--- src/rtl/seg7_capture.sv ---
// seg7_capture: debounces a multiplexed 4-digit seven-segment scan and recovers the BCD digit per position.
module seg7_capture #(
  parameter int STABLE_CYCLES = 4
) (
  input  logic        clk,
  input  logic        rst,
  input  logic [6:0]  seg,
  input  logic [3:0]  dig_sel,
  output logic [15:0] bcd_out,
  output logic [3:0]  digit_valid,
  output logic [3:0]  digit_err,
  output logic        update,
  output logic [1:0]  upd_idx,
  output logic        frame_done
);
  localparam logic [7:0] SC = 8'(STABLE_CYCLES);
  logic [10:0] held;
  logic [7:0]  cnt;
  logic [3:0]  seen, seen_or, sel, val;
  logic [1:0]  idx;
  logic        fresh, cap, legal, onehot;
  assign sel     = held[10:7];
  assign onehot  = sel != 4'd0 && (sel & (sel - 4'd1)) == 4'd0;
  assign idx     = {sel[3] | sel[2], sel[3] | sel[1]};
  assign seen_or = seen | (4'b1 << idx);
  // cnt is only zero straight after reset, so the first sample is always treated as new
  assign fresh   = {dig_sel, seg} != held || cnt == 8'd0;
  assign cap     = !fresh && cnt == SC - 8'd1 && onehot;
  always_comb begin
    val   = 4'hF;
    legal = 1'b1;
    case (held[6:0])
      7'b1111110: val = 4'd0;
      7'b0110000: val = 4'd1;
      7'b1101101: val = 4'd2;
      7'b1111001: val = 4'd3;
      7'b0110011: val = 4'd4;
      7'b1011011: val = 4'd5;
      7'b1011111: val = 4'd6;
      7'b1110000: val = 4'd7;
      7'b1111111: val = 4'd8;
      7'b1111011: val = 4'd9;
      default:    legal = 1'b0;
    endcase
  end
  always_ff @(posedge clk or posedge rst) begin
    if (rst) begin
      held        <= '0;
      cnt         <= '0;
      seen        <= '0;
      bcd_out     <= 16'hFFFF;
      digit_valid <= '0;
      digit_err   <= '0;
      update      <= 1'b0;
      upd_idx     <= '0;
      frame_done  <= 1'b0;
    end else begin
      held       <= {dig_sel, seg};
      cnt        <= fresh ? 8'd1 : cnt == SC ? cnt : cnt + 8'd1;
      update     <= cap;
      frame_done <= cap && seen_or == 4'hF;
      if (cap) begin
        upd_idx                   <= idx;
        bcd_out[{idx, 2'b00} +: 4] <= val;
        digit_err[idx]            <= !legal;
        digit_valid[idx]          <= 1'b1;
        seen                      <= seen_or == 4'hF ? 4'd0 : seen_or;
      end
    end
  end
endmodule

--- config.mk ---
export PLATFORM = sky130hd
export DESIGN_NAME = seg7_capture
export DESIGN_NICKNAME = d
export VERILOG_FILES = /design/src/rtl/seg7_capture.sv
export SDC_FILE = /design/constraint.sdc
export NUM_CORES = 1
export LEC_CHECK = 0
export ABC_AREA = 1
export BUFFER_PORTS_ARGS = -buffer_cell sky130_fd_sc_hd__buf_2
export CELL_PAD_IN_SITES_DETAIL_PLACEMENT = 1
export CELL_PAD_IN_SITES_GLOBAL_PLACEMENT = 2
export CORE_AREA = 5 5 96 98
export CTS_CLUSTER_SIZE = 12
export DETAILED_ROUTE_END_ITERATION = 10
export DIE_AREA = 0 0 101 103
export PLACE_DENSITY = 0.75
export SYNTH_ARGS = -nofsm -noshare
export SYNTH_HDL_FRONTEND = slang
export SYNTH_SLANG_ARGS = --single-unit
--- constraint.sdc ---
create_clock -name clk -period 2.3 [get_ports clk]
set_input_delay 0.115 -clock clk [delete_from_list [all_inputs] [get_ports clk]]
set_output_delay 0.115 -clock clk [all_outputs]
set_load 0.02 [all_outputs]
# Yosys cells after proc, flatten, opt, wreduce, memory -nomap -nowiden
# Cells that the tools add are included.
classes:
  addsub: 3
  n_lt_le_gt_ge: 2
  eq_ne: 15
  shifts: 3
  muxes: 9
  n_bitwise: 5
  reduce_logical: 12
op_table:
  columns: ["cell", "count"]
  rows:
  - ["7-bit equality test, second input constant", 8]
  - ["4-bit case mux with 10 select lines", 1]
  - ["16-bit bitwise mux", 1]
  - ["8-bit two-way mux", 2]
  - ["4-bit by 6-bit variable shift with 16-bit output, first input constant", 1]
  - ["4-bit by 6-bit variable part select with 16-bit output", 1]
  - ["7-bit by 6-bit equality test with 1-bit output, second input constant", 2]
  - ["11-bit != test", 1]
  - ["10-bit OR reduction", 1]
  - ["8-bit by 1-bit adder with 8-bit output, second input constant", 1]
  - ["8-bit by 2-bit equality test with 1-bit output, second input constant", 1]
  - ["8-bit by 3-bit equality test with 1-bit output, second input constant", 1]
  - ["8-bit zero test", 1]
  - ["4-bit OR", 2]
  - ["4-bit negator with 6-bit output", 1]
  - ["1-bit logical AND", 5]
  - ["4-bit bitwise AND", 1]
  - ["4-bit bitwise mux", 1]
  - ["4-bit equality test, second input constant", 1]
  - ["4-bit zero test", 1]
  - ["4-bit two-way mux", 1]
  - ["4-bit nonzero test", 1]
  - ["1-bit by 2-bit left shift with 4-bit output, first input constant", 1]
  - ["4-bit by 1-bit subtractor with 4-bit output, second input constant", 1]
  - ["8 further kinds", 11]
totals:
  register_bits: 51
  in_bits: 13
  output_inout_bits: 28
  wordCells: 58

# Longest topological paths before layout
# Gate-level depths: netlist (run 1).
logic_depth:
  word_depth: 6
  mapped_depth: 12

# Worst setup path after synthesis (run 1)
# No wires, ideal clock.
synth_timing:
  path_kind: "reg-to-reg"
  start: "reg held[10]"
  end: "reg bcd_out[3]"
  setup_ps: 61
  t_arrival_ps: 1702
  slack_ps: 537
  stages_incl_launch_ff: 7
  synth_period_minus_slack_ps: 1763
  cell_sequence: "dfrtp_1 nor2_1 inv_1 ha_1 nor3_1 nand3_1 nand2_1"
synth_rtl:
  columns: ["element", "line_no", "text"]
  rows:
  - ["start: declaration", "17", "logic [10:0] held;"]
  - ["start signal: assignment", "58", "held <= {dig_sel, seg};"]
  - ["1-bit OR (*)", "24", "assign idx = {sel[3] | sel[2], sel[3] | sel[1]};"]
  - ["net idx[0]", "20", "logic [1:0] idx;"]
  - ["4-bit negator with 6-bit output (*)", "64", "bcd_out[{idx, 2'b00} +: 4] <= val;"]
  - ["4-bit by 6-bit variable part select with 16-bit output or 4-bit by 6-bit variable shift with 16-bit output (tied branches)", "64", null]
  - ["16-bit bitwise mux (*)", "64", null]
  - ["end signal: indexed assignment", "64", null]
  - ["end: declaration", "9", "output logic [15:0] bcd_out,"]
# The timed path passes the listed nets; every way through them passes the cells marked *.
# A chain may end at the register's enable or synchronous reset.

# Final worst setup path (run 1)
layout_timing:
  start: "reg held[10]"
  end: "reg bcd_out[1]"
layout_between:
  elab_chain_len: 5
layout_rtl:
  columns: ["element"]
  rows:
  - ["branches (longest 5 deep; another with 4-bit negator with 6-bit output)"]
# Parallel ways; which one is timed is not known.

==> summary.txt, run 1 <==
Floorplanning
  • # IOs: 41
  • Die Footprint: 10400 sq um
  • Die Width: 101 um
  • Starting density of the core: 0.313
  • CORE AREA: 8380 sq um
  • Die height: 103 um
  • Site row count: 34

Layout
  • Nets: 409
  • N_diodes: 0
  • Layout cells sized above 1: 0.214
  • Fill cells: 1019
  • Area growth syn-to-layout: 21.1%

Worst setup path
  • Critical path class: reg -> reg
  • CP bufs+invs: 1
  • Max incr delay on CP: 440 ps
  • Critical path startpoint category: register
  • Critical-path cell list: nor2_1 -> ha_1 -> inv_1 -> nor3_1 -> nand3_1 -> nand2_1
  • Max FO, Critical Path: 6
  • Critical Path RT: 2550 ps
  • Worst path slowest cell: dfrtp_1
  • Crit path DAT: 2260 ps
  • Cell family with most CP delay: simple AND/OR/NAND/NOR gates
  • Crit end category: register

Clock tree
  • Cts bufs inserted: 5
  • Clk slew on worst S/H paths: 100 ps
  • CTS sink cnt: 51
  • CTS tree: yes
  • Clock Path Buffers: 2
  • H-tree levels: 2
  • Clock Latency Late Sink: 300 ps
  • Root Buffer: clkbuf_8

Route
  • Initial drt markers: 25
  • Routed vias: 2216
  • # DRC: 0
  • Total wire length: 6.36 mm
  • 1st-pass router iterations: 4
  • Via/cell ratio: 4.48
  • DRT antenna net count: 0
  • Drt wl/cell: 12.9 um

Power
  • Total power: 1590 uW
  • Lkg Pwr: 0.00173 uW
  • Pwr dens: 501 nW/um^2
  • Peak VDD IR: 270 uV

Placed design
  • Hpwl dp: 5.03 mm
  • RD Place Congestion: 0.797
  • Buffers added on ports: 40

Synth
  • Post-synth net total: 349
  • #FFs+latches synth: 51
  • Cells after Synth: 326
  • Mapped Area: 2620 sq um
  • Unique masters post-synth: 26
  • Post-Syn Area per Cell: 8.04 sq um
  • YS warnings: 0
  • Sequential fraction of the synthesis area: 0.495

STA
  • Skew final: 4.81 ps
  • Max Clk Rate: 496 MHz
  • Slew margin rel.: 0.460
  • Final hold violations: 0
  • Max-slew violation count: 0
  • Slew of the pin with the lowest slew margin: 809 ps
  • Setup TNS: 0 ps
  • Final Setup Violations: 0
  • Final min period: 2020 ps
  • Part of the cycle the worst path needs: 0.876
  • RSZ-0062 raised after global routing: false

Outcome
  • Outcome: completed

Hold path
  • Tightest Hold Check Type: reg -> reg

Job
  • Maxcap violations: 0

Global routing
  • Vias in the first global route: 2300
  • Overflow left after global routing: 0
  • Largest net degree at the start of global routing: 38
  • First-pass GRT wire length: 10.9 mm
  • Initial antenna violation count: 0
  • Total track usage: 0.131
==> cell usage after synthesis <==
cell | number | area, sq um
nor2_8 | 2 | 40.0
a21oi_1 | 14 | 70.1
nor2_2 | 1 | 6.26
nor4_1 | 2 | 12.5
buf_2 | 1 | 5.00
dfrtp_1 | 35 | 876
nor2_4 | 1 | 11.3
nand4_1 | 3 | 18.8
nand3_1 | 14 | 70.1
inv_2 | 5 | 18.8
dfstp_2 | 16 | 420
inv_1 | 43 | 161
o21ai_0 | 24 | 120
nand2_4 | 1 | 11.3
nand3b_1 | 1 | 7.51
or2_2 | 4 | 25.0
nor3_1 | 4 | 20.0
xnor2_1 | 3 | 26.3
o21ai_1 | 8 | 40.0
buf_6 | 1 | 11.3
nand2_1 | 88 | 330
a211oi_1 | 1 | 7.51
ha_1 | 10 | 125
nand3_2 | 1 | 10.0
xor2_1 | 3 | 26.3
nor2_1 | 40 | 150
==> through the flow <==
step,util,area (sq um),hold slack (ps),worst slack [ps],std cells
detailed placement,0.354,2960,251,230,475
global placement,0.354,2960,247,266,475
global route,0.379,3170,477,20.0,495
finish,0.379,3170,470,284,495
CTS,0.378,3170,458,209,495
floorplan,-,2620,146,537,326
==> cell usage in the layout (no fill, tap or decap) <==
cell           instances
nand2_1               88
inv_1                 42
buf_2                 40
nor2_1                39
dfrtp_1               35
o21ai_0               24
dfstp_2               16
a21oi_1               14
nand3_1               14
dlygate4sd3_1         12
ha_1                  10
o21ai_1                8
inv_2                  6
clkbuf_8               5
nor3_1                 4
or2_2                  4
xor2_1                 3
xnor2_1                3
nand4_1                3
buf_4                  3
nor2_8                 2
nor2_2                 2
nor4_1                 2
nand3_2                1
nand3b_1               1
nand2_4                1
nor2_4                 1
a211oi_1               1
clkinv_4               1
clkinv_1               1
clkinvlp_4             1
==> path summary, 6_finish.rpt <==
check / slack (ps) / end / depth (start not counted) / start
worst max-delay path: 280 / bcd_out[1] / 6 / held[10]
worst min-delay path: 470 / digit_valid[1] / 1 / digit_valid[1]
worst max register to register: 280 / bcd_out[1] / 6 / held[10]
worst min register to register: 470 / digit_valid[1] / 1 / digit_valid[1]
max in group asynchronous: 1020 / bcd_out[10] / 4 / rst
min in group asynchronous: 510 / digit_err[2] / 3 / rst
==> state kept, by name, indices dropped and copies added, names as in the netlist <==
name         flops
update           1
digit_valid      4
frame_done       1
seen             4
cnt              8
upd_idx          2
digit_err        4
held            11
bcd_out         16
==> per-layer routing <==
| metal | wire length, um | up-vias | share of wire | GRT usage |
|---|---|---|---|---|
| li1 | - | 1135 | - | - |
| met1 | 2910 | 1047 | 0.46 | 0.164 |
| met3 | 214 | 6 | 0.034 | 0.0250 |
| met5 | 0 | - | 0 | 0 |
| met2 | 3180 | 28 | 0.50 | 0.235 |
| met4 | 58 | 0 | 0.0091 | 0.0276 |
==> cell type report <==
type	count	area, sq um	area share
clock buffers	5	68.8	0.0217
inverters	48	180	0.0568
clock inverters	3	20.0	0.00631
flip-flops and latches	51	1300	0.408
multi-input cells	225	1130	0.356
well taps	108	135	0.0426
repair buffers	55	343	0.108
==> power breakdown <==
group | leakage, uW | switching, uW | internal, uW
logic | 0.00109 | 86.7 | 53.3
clock network | 0.0000418 | 315 | 213
registers | 0.000602 | 13.9 | 908
==> what timing repair did <==
action,CTS,global route
resized for setup,0,1
setup buffers,0,0
hold buffers,12,0
endpoints found under the setup margin,0,3
endpoints found under the hold margin,25,0
==> kinds of logic (layout without fill, tap and decap cells) <==
kind of cell               Yosys count  in the layout  share of synthesized area
and+or+nand+nor                    162            162                      0.272
DFF                                 51             51                      0.495
buffers and inverters               50            111                     0.0749
AOI/OAI and AO/OA                   47             47                     0.0907
adders and majority gates           10             10                     0.0477
xor gates and xnor gates             6              6                     0.0201
Note: power is estimated with default switching activity, not from simulation.
==> inputs of run 2 (changes only) <==
Settings changed: ABC_AREA 1 to default, CORE_AREA 5 5 96 98 to 5 5 89 91, DIE_AREA 0 0 101 103 to 0 0 94 96, PLACE_DENSITY 0.75 to 0.81.
Clock period 2.3 ns to 2.55 ns, I/O delays scaled along.
==> run 2 against run 1 <==
Net effect: area after synthesis increased by 3.2%; sequential power decreased by 9.1%; setup slack worse by 32 ps; power is 6.6% lower; count of clock-buffer cells in the layout increased by 1.
==> summary.txt, run 2 <==
Layout
  • Area growth syn-to-layout: 18.5%
  • Commonest non-fill, non-tap cell in the layout: buf_2
  • Nets: 319 (-22%)
  • Max reg flops: 16 (unchanged)
  • Fill cells: 816 (-20%)
  • Most frequent cells in the layout: 40 x buf_2, 35 x dfrtp_1, 31 x nor2_1
  • Reg with most FFs: bcd_out
  • N_diodes: 0 (unchanged)
  • Layout cells sized above 1: 0.330 (+0.115)
  • Biggest regs: bcd_out (16), held (11), cnt (8)

Floorplanning
  • Die Footprint: 9020 sq um (-13%)
  • Starting density of the core: 0.383 (+0.0704)
  • CORE AREA: 7060 sq um (-16%)
  • Die height: 96 um (-6.8%)
  • Die Width: 94 um (-6.9%)
  • Site row count: 31 (-8.8%)
  • # IOs: 41 (unchanged)

Worst setup path
  • Cell family with most CP delay: simple AND/OR/NAND/NOR gates
  • Critical path startpoint category: register
  • Crit end category: register
  • Max FO, Critical Path: 12 (+6)
  • Crit path DAT: 2540 ps (+280 ps)
  • Critical-path cell list: or4_4 -> nor4_4 -> and4_4 -> and3_1 -> mux2_4
  • Critical Path RT: 2800 ps (+250 ps)
  • Critical path class: reg -> reg
  • Max incr delay on CP: 570 ps (+130 ps)
  • CP bufs+invs: 0 (-1)
  • Crit path from: cnt[3]
  • Reg2reg start: cnt[3]
  • Worst path slowest cell: or4_4

Power
  • Sw Share: 0.257 (-0.00453)
  • Clock share of power: 0.337 (+0.005)
  • Seq pwr share: 0.563 (-0.017)
  • Logic pwr share: 0.099 (+0.011)
  • Peak VDD IR: 235 uV (-13%)
  • Lkg Pwr: 0.00158 uW (-9.2%)
  • Net Switching: 381 uW (-8.2%)
  • Pwr dens: 463 nW/um^2 (-7.5%)
  • Int Pwr: 1100 uW (-6.0%)

Placed design
  • RD Place Congestion: 0.726 (-9.0%)
  • Buffers added on ports: 40 (unchanged)
  • Pre-CTS setup slack: 246 ps (+15.3 ps)
  • Hpwl dp: 4.56 mm (-9.4%)

STA
  • Setup TNS: 0 ps (unchanged)
  • Final min period: 2300 ps (+282 ps)
  • Max Clk Rate: 435 MHz (-12%)
  • Skew final: 8.10 ps (+3.30 ps)
  • Slew margin rel.: 0.477 (+0.0167)
  • Max-slew violation count: 0 (unchanged)
  • Final Setup Violations: 0 (unchanged)
  • RSZ-0062 raised after global routing: false
  • Final hold violations: 0 (unchanged)
  • Part of the cycle the worst path needs: 0.901 (+0.0246)
  • Final setup margin: 253 ps (-31.8 ps)
  • Slew of the pin with the lowest slew margin: 784 ps (-25.1 ps)

Synth
  • Adder-Cell Fraction of Synth Area: 0.0463 (-0.00148)
  • YS warnings: 0 (unchanged)
  • Async S/R FF share, synth: 1.00 (unchanged)
  • Sequential fraction of the synthesis area: 0.479 (-0.0153)
  • Mapped Area: 2710 sq um (+3.2%)
  • Post-Syn Area per Cell: 11.0 sq um (+37%)
  • Main combinational cell family by area after synthesis: simple AND/OR/NAND/NOR gates
  • Mux cell area share after synthesis: 0.102 (+0.102)
  • Most common cell in the netlist: dfrtp_1
  • Simple-gate share of the synthesized area: 0.200 (-0.0723)
  • Largest cells by area after synthesis: dfrtp_1 32%, dfstp_2 16%, mux2_2 5.0%
  • Number of synthesized flops with an enable pin: 0 (unchanged)
  • Ys flop type: dfrtp_1
  • Synth Area in XOR/XNOR: 0.0648 (+0.0447)
  • Synth area leader: dfrtp_1
  • Top cells by count, synth: 35 x dfrtp_1, 31 x nor2_1, 16 x dfstp_2
  • Cells after Synth: 246 (-25%)
  • #FFs+latches synth: 51 (unchanged)
  • Unique masters post-synth: 47 (+81%)
  • Post-synth net total: 269 (-23%)
  • Share of the synthesized area in the top cell type: 0.324 (-0.0104)
  • Compound-Gate Fraction of Synth Area: 0.0680 (-0.0227)

Route
  • 1st-pass router iterations: 4 (unchanged)
  • DRT antenna net count: 0 (unchanged)
  • Via/cell ratio: 5.00 (+12%)
  • Initial drt markers: 44 (+76%)
  • Drt wl/cell: 15.8 um (+23%)
  • Routed vias: 1979 (-11%)
  • # DRC: 0 (unchanged)
  • Total wire length: 6.26 mm (-1.6%)

Outcome
  • Outcome: completed

Global routing
  • Largest net degree at the start of global routing: 37 (-2.6%)
  • Vias in the first global route: 2180 (-5.2%)
  • Overflow left after global routing: 0 (unchanged)
  • Total track usage: 0.154 (+0.0226)
  • Initial antenna violation count: 0 (unchanged)
  • First-pass GRT wire length: 10.9 mm (+0.18%)

Clock tree
  • Clock Path Buffers: 2 (unchanged)
  • Clock Latency Late Sink: 310 ps (about the same)
  • Hold buffers post-CTS: 12 (unchanged)
  • Cts repair resizes: 0 (unchanged)
  • Cts bufs inserted: 5 (unchanged)
  • Root Buffer: clkbuf_8
  • Post-CTS setup buffers: 0 (unchanged)
  • CTS sink cnt: 51 (unchanged)
  • H-tree levels: 2 (unchanged)
  • CTS tree: yes
  • Clk slew on worst S/H paths: 100 ps (about the same)

Hold path
  • Tightest Hold Check Type: reg -> reg
  • Startpoint of the worst hold path: digit_valid[2]

Job
  • Maxcap violations: 0 (unchanged)
run 2: cell count changes in the layout (fill, tap and decap cells not counted), sizes merged, moves of 4 or more:
cell and change:
nand3 -8, nand2 -81, nor2 -13, mux2 +20
nor4b +4, o21ai -28, and3 +13, xor2 +5
a21oi -12, nand2b +5, inv -39, a31oi +4
xnor2 +9
run 2: area by class of cell:
cell class | instances | area [sq um] | share of cell area
multi-input cells | 173 | 1300 | 0.406
flip-flops and latches | 51 | 1300 | 0.404
repair buffers | 57 | 358 | 0.112
well taps | 99 | 124 | 0.0386
clock buffers | 6 | 82.6 | 0.0258
inverters | 8 | 30.0 | 0.00937
clock inverters | 2 | 15.0 | 0.00468
run 2: per-stage QoR:
step	instances	hold slack, ps	util	cell area [sq um]	total power [uW]
global route	396	478	0.454	3210	1560
global placement	376	260	0.423	2990	981
CTS	396	472	0.454	3210	1510
floorplan	246	159	-	2710	936
finish	396	470	0.454	3210	1490
detailed placement	376	262	0.423	2990	985
run 2: worst reg2reg max path: stages (launching register included):
cell     delay [ps]
dfrtp_1         450
or4_4           570
nor4_4          230
and4_4          330
and3_1          330
mux2_4          330
run 2: worst paths after layout:
path | endpoint | slack (ps) | cells past startpoint
hold reg to reg | digit_valid[2] | 470 | 1
setup reg to reg | bcd_out[1] | 250 | 5
setup / recovery | bcd_out[1] | 250 | 5
hold / removal | digit_valid[2] | 470 | 1
min in group asynchronous | held[3] | 510 | 3
max in group asynchronous | bcd_out[8] | 1270 | 4
run 2: power by group through the flow:
stage                     clock [uW]  sequential (uW)  combinational, uW
after detailed placement           0              851                133
after global routing             559              839                166
final                            501              837                148
after floorplan                    0              840               96.2
after global placement             0              851                130
after CTS                        527              837                150
run 2: kinds of logic after synthesis:
| logic type | count (synthesis) |
|---|---|
| mux | 22 |
| simple gates | 96 |
| compound gates | 25 |
| flops | 51 |
| xor+xnor | 20 |
| fa+ha+maj | 10 |
| buf+inv | 22 |
run 2: per-layer routing:
metal	up-vias	routed length (um)	share of wire	global-route usage
li1	960	-	-	-
met1	984	2870	0.46	0.193
met2	27	3110	0.50	0.266
met3	8	194	0.031	0.0305
met4	0	87	0.014	0.0505
met5	-	0	0	0
==> inputs of run 3 (changes only) <==
Settings changed: CORE_AREA 5 5 89 91 to 5 5 94 96, DIE_AREA 0 0 94 96 to 0 0 99 101, PLACE_DENSITY 0.81 to 0.73.
==> run 3 against run 2 <==
Net effect: sequential cell count unchanged; power down 2.3%; routed wire length decreased by 0.51%.
==> summary.txt, run 3 (same netlist as run 2, synthesis figures left out) <==
Route
  • Met3 Wirelength: 193 um (-0.52%)
  • DRT antenna net count: 0 (unchanged)
  • # DRC: 0 (unchanged)
  • Initial drt markers: 58 (+32%)
  • Drt wl/cell: 15.5 um (-2.2%)
  • 1st-pass router iterations: 4 (unchanged)
  • Top Layer Used: met4
  • DRT met1 WL: 2.98 mm (+4.0%)
  • Via/cell ratio: 4.87 (-2.5%)
  • Total wire length: 6.23 mm (-0.51%)
  • WL met2: 2.99 mm (-3.9%)
  • Routed vias: 1963 (-0.81%)

Layout
  • N_diodes: 0 (unchanged)
  • Post-route cell area: 3210 sq um (about the same)
  • Biggest regs: bcd_out (16), held (11), cnt (8)
  • Max reg flops: 16 (unchanged)
  • Finished Core Util: 0.403 (-0.0515)
  • Layout cells sized above 1: 0.329 (-0.00111)
  • Nets: 320 (+0.31%)
  • Area growth syn-to-layout: 18.6% (about the same)
  • Reg with most FFs: bcd_out
  • Most frequent cells in the layout: 40 x buf_2, 35 x dfrtp_1, 31 x nor2_1
  • Commonest non-fill, non-tap cell in the layout: buf_2

Placed design
  • Hpwl dp: 4.56 mm (about the same)
  • Buffers added on ports: 40 (unchanged)
  • Placed cell area: 3000 sq um (+0.50%)
  • Pre-CTS setup slack: 218 ps (-28.0 ps)
  • RD Place Congestion: 0.783 (+7.9%)

Power
  • Logic pwr share: 0.102 (+0.003)
  • Int Pwr: 1070 uW (-2.7%)
  • Pwr dens: 452 nW/um^2 (-2.3%)
  • Peak VDD IR: 195 uV (-17%)
  • Total power: 1450 uW (-2.3%)
  • Net Switching: 377 uW (-1.1%)
  • Seq pwr share: 0.576 (+0.013)
  • Sw Share: 0.260 (+0.00315)
  • Lkg Pwr: 0.00157 uW (-0.36%)
  • Clock share of power: 0.323 (-0.014)

STA
  • Final min period: 2340 ps (+44.4 ps)
  • Final setup margin: 208 ps (-44.4 ps)
  • Slew margin rel.: 0.499 (+0.0222)
  • Setup TNS: 0 ps (unchanged)
  • Skew final: 5.52 ps (-2.58 ps)
  • Max-slew violation count: 0 (unchanged)
  • Slew of the pin with the lowest slew margin: 751 ps (-33.3 ps)
  • Final hold violations: 0 (unchanged)
  • Final Setup Violations: 0 (unchanged)
  • Part of the cycle the worst path needs: 0.918 (+0.0174)
  • Max Clk Rate: 427 MHz (-1.9%)
  • RSZ-0062 raised after global routing: false

Clock tree
  • Clock Path Buffers: 2 (unchanged)
  • CTS sink cnt: 51 (unchanged)
  • CTS tree: yes
  • Clock Latency Late Sink: 310 ps (about the same)
  • H-tree levels: 2 (unchanged)
  • Post-CTS setup buffers: 0 (unchanged)
  • Root Buffer: clkbuf_8
  • Cts bufs inserted: 5 (unchanged)
  • Clk slew on worst S/H paths: 90 ps (about the same)

Worst setup path
  • Critical Path RT: 2790 ps (about the same)
  • Reg2reg setup slack: 210 ps (-40 ps)
  • Critical path startpoint category: register
  • Max FO, Critical Path: 12 (unchanged)
  • Crit path DAT: 2580 ps (+40 ps)
  • Crit end category: register
  • Critical path class: reg -> reg

Outcome
  • Outcome: completed

Global routing
  • Initial antenna violation count: 0 (unchanged)
  • First-pass GRT wire length: 10.8 mm (-0.75%)
  • Total track usage: 0.135 (-0.0189)
  • Largest net degree at the start of global routing: 37 (unchanged)
  • Overflow left after global routing: 0 (unchanged)
  • Vias in the first global route: 2120 (-2.8%)

Floorplanning
  • Die Footprint: 10000 sq um (+11%)
  • Die height: 101 um (+5.2%)
  • Starting density of the core: 0.339 (-0.0437)
  • Die Width: 99 um (+5.3%)
  • CORE AREA: 7970 sq um (+13%)
  • Site row count: 33 (+6.5%)
  • # IOs: 41 (unchanged)

Hold path
  • Tightest Hold Check Type: reg -> reg

Job
  • Maxcap violations: 0 (unchanged)
## run 3: cell types whose count changed in the layout (fill, tap and decap cells not counted), sizes merged
cell and change:
buf +1, clkinvlp +1, inv -1
## run 3: power groups by stage
stage | registers [uW] | clock network (uW) | logic (uW)
global route | 838 | 534 | 168
detailed placement | 850 | 0 | 135
global placement | 850 | 0 | 134
finish | 836 | 468 | 147
CTS | 836 | 488 | 151
floorplan | 840 | 0 | 96.2
## run 3: final timing paths
| check | start | end | depth (start not counted) |
|---|---|---|---|
| setup / recovery | cnt[3] | bcd_out[2] | 5 |
| hold / removal | digit_valid[3] | digit_valid[3] | 1 |
| setup reg to reg | cnt[3] | bcd_out[2] | 5 |
| hold reg to reg | digit_valid[3] | digit_valid[3] | 1 |
| max in group asynchronous | rst | bcd_out[3] | 4 |
| min in group asynchronous | rst | digit_valid[0] | 3 |
## run 3: critical path, stage by stage, from the launching register on
cell and delay [ps]:
dfrtp_1 440, or4_4 570, nor4_4 240, and4_4 340, and3_1 350, mux2_4 330
## run 3: repair_timing
item	CTS	global route
hold endpoints to repair	46	0
resized for setup	0	0
hold buffers	12	0
## run 3: metal layers
layer / track usage / vias up
met3: 0.0270 / 5
li1: - / 965
met4: 0.0452 / 0
met2: 0.223 / 26
met5: 0 / -
met1: 0.176 / 967
## run 3: metrics by stage
step,hold WS (ps),instances
floorplan,159,246
global placement,260,383
detailed placement,261,383
CTS,471,403
global route,475,403
finish,473,403
## run 3: cell type report
cell class,instances,area (sq um)
clock buffers,6,72.6
clock inverters,2,12.5
fillers,902,4760
inverters,8,30.0
multi-input cells,173,1300
flip-flops and latches,51,1300
well taps,105,131
repair buffers,58,365
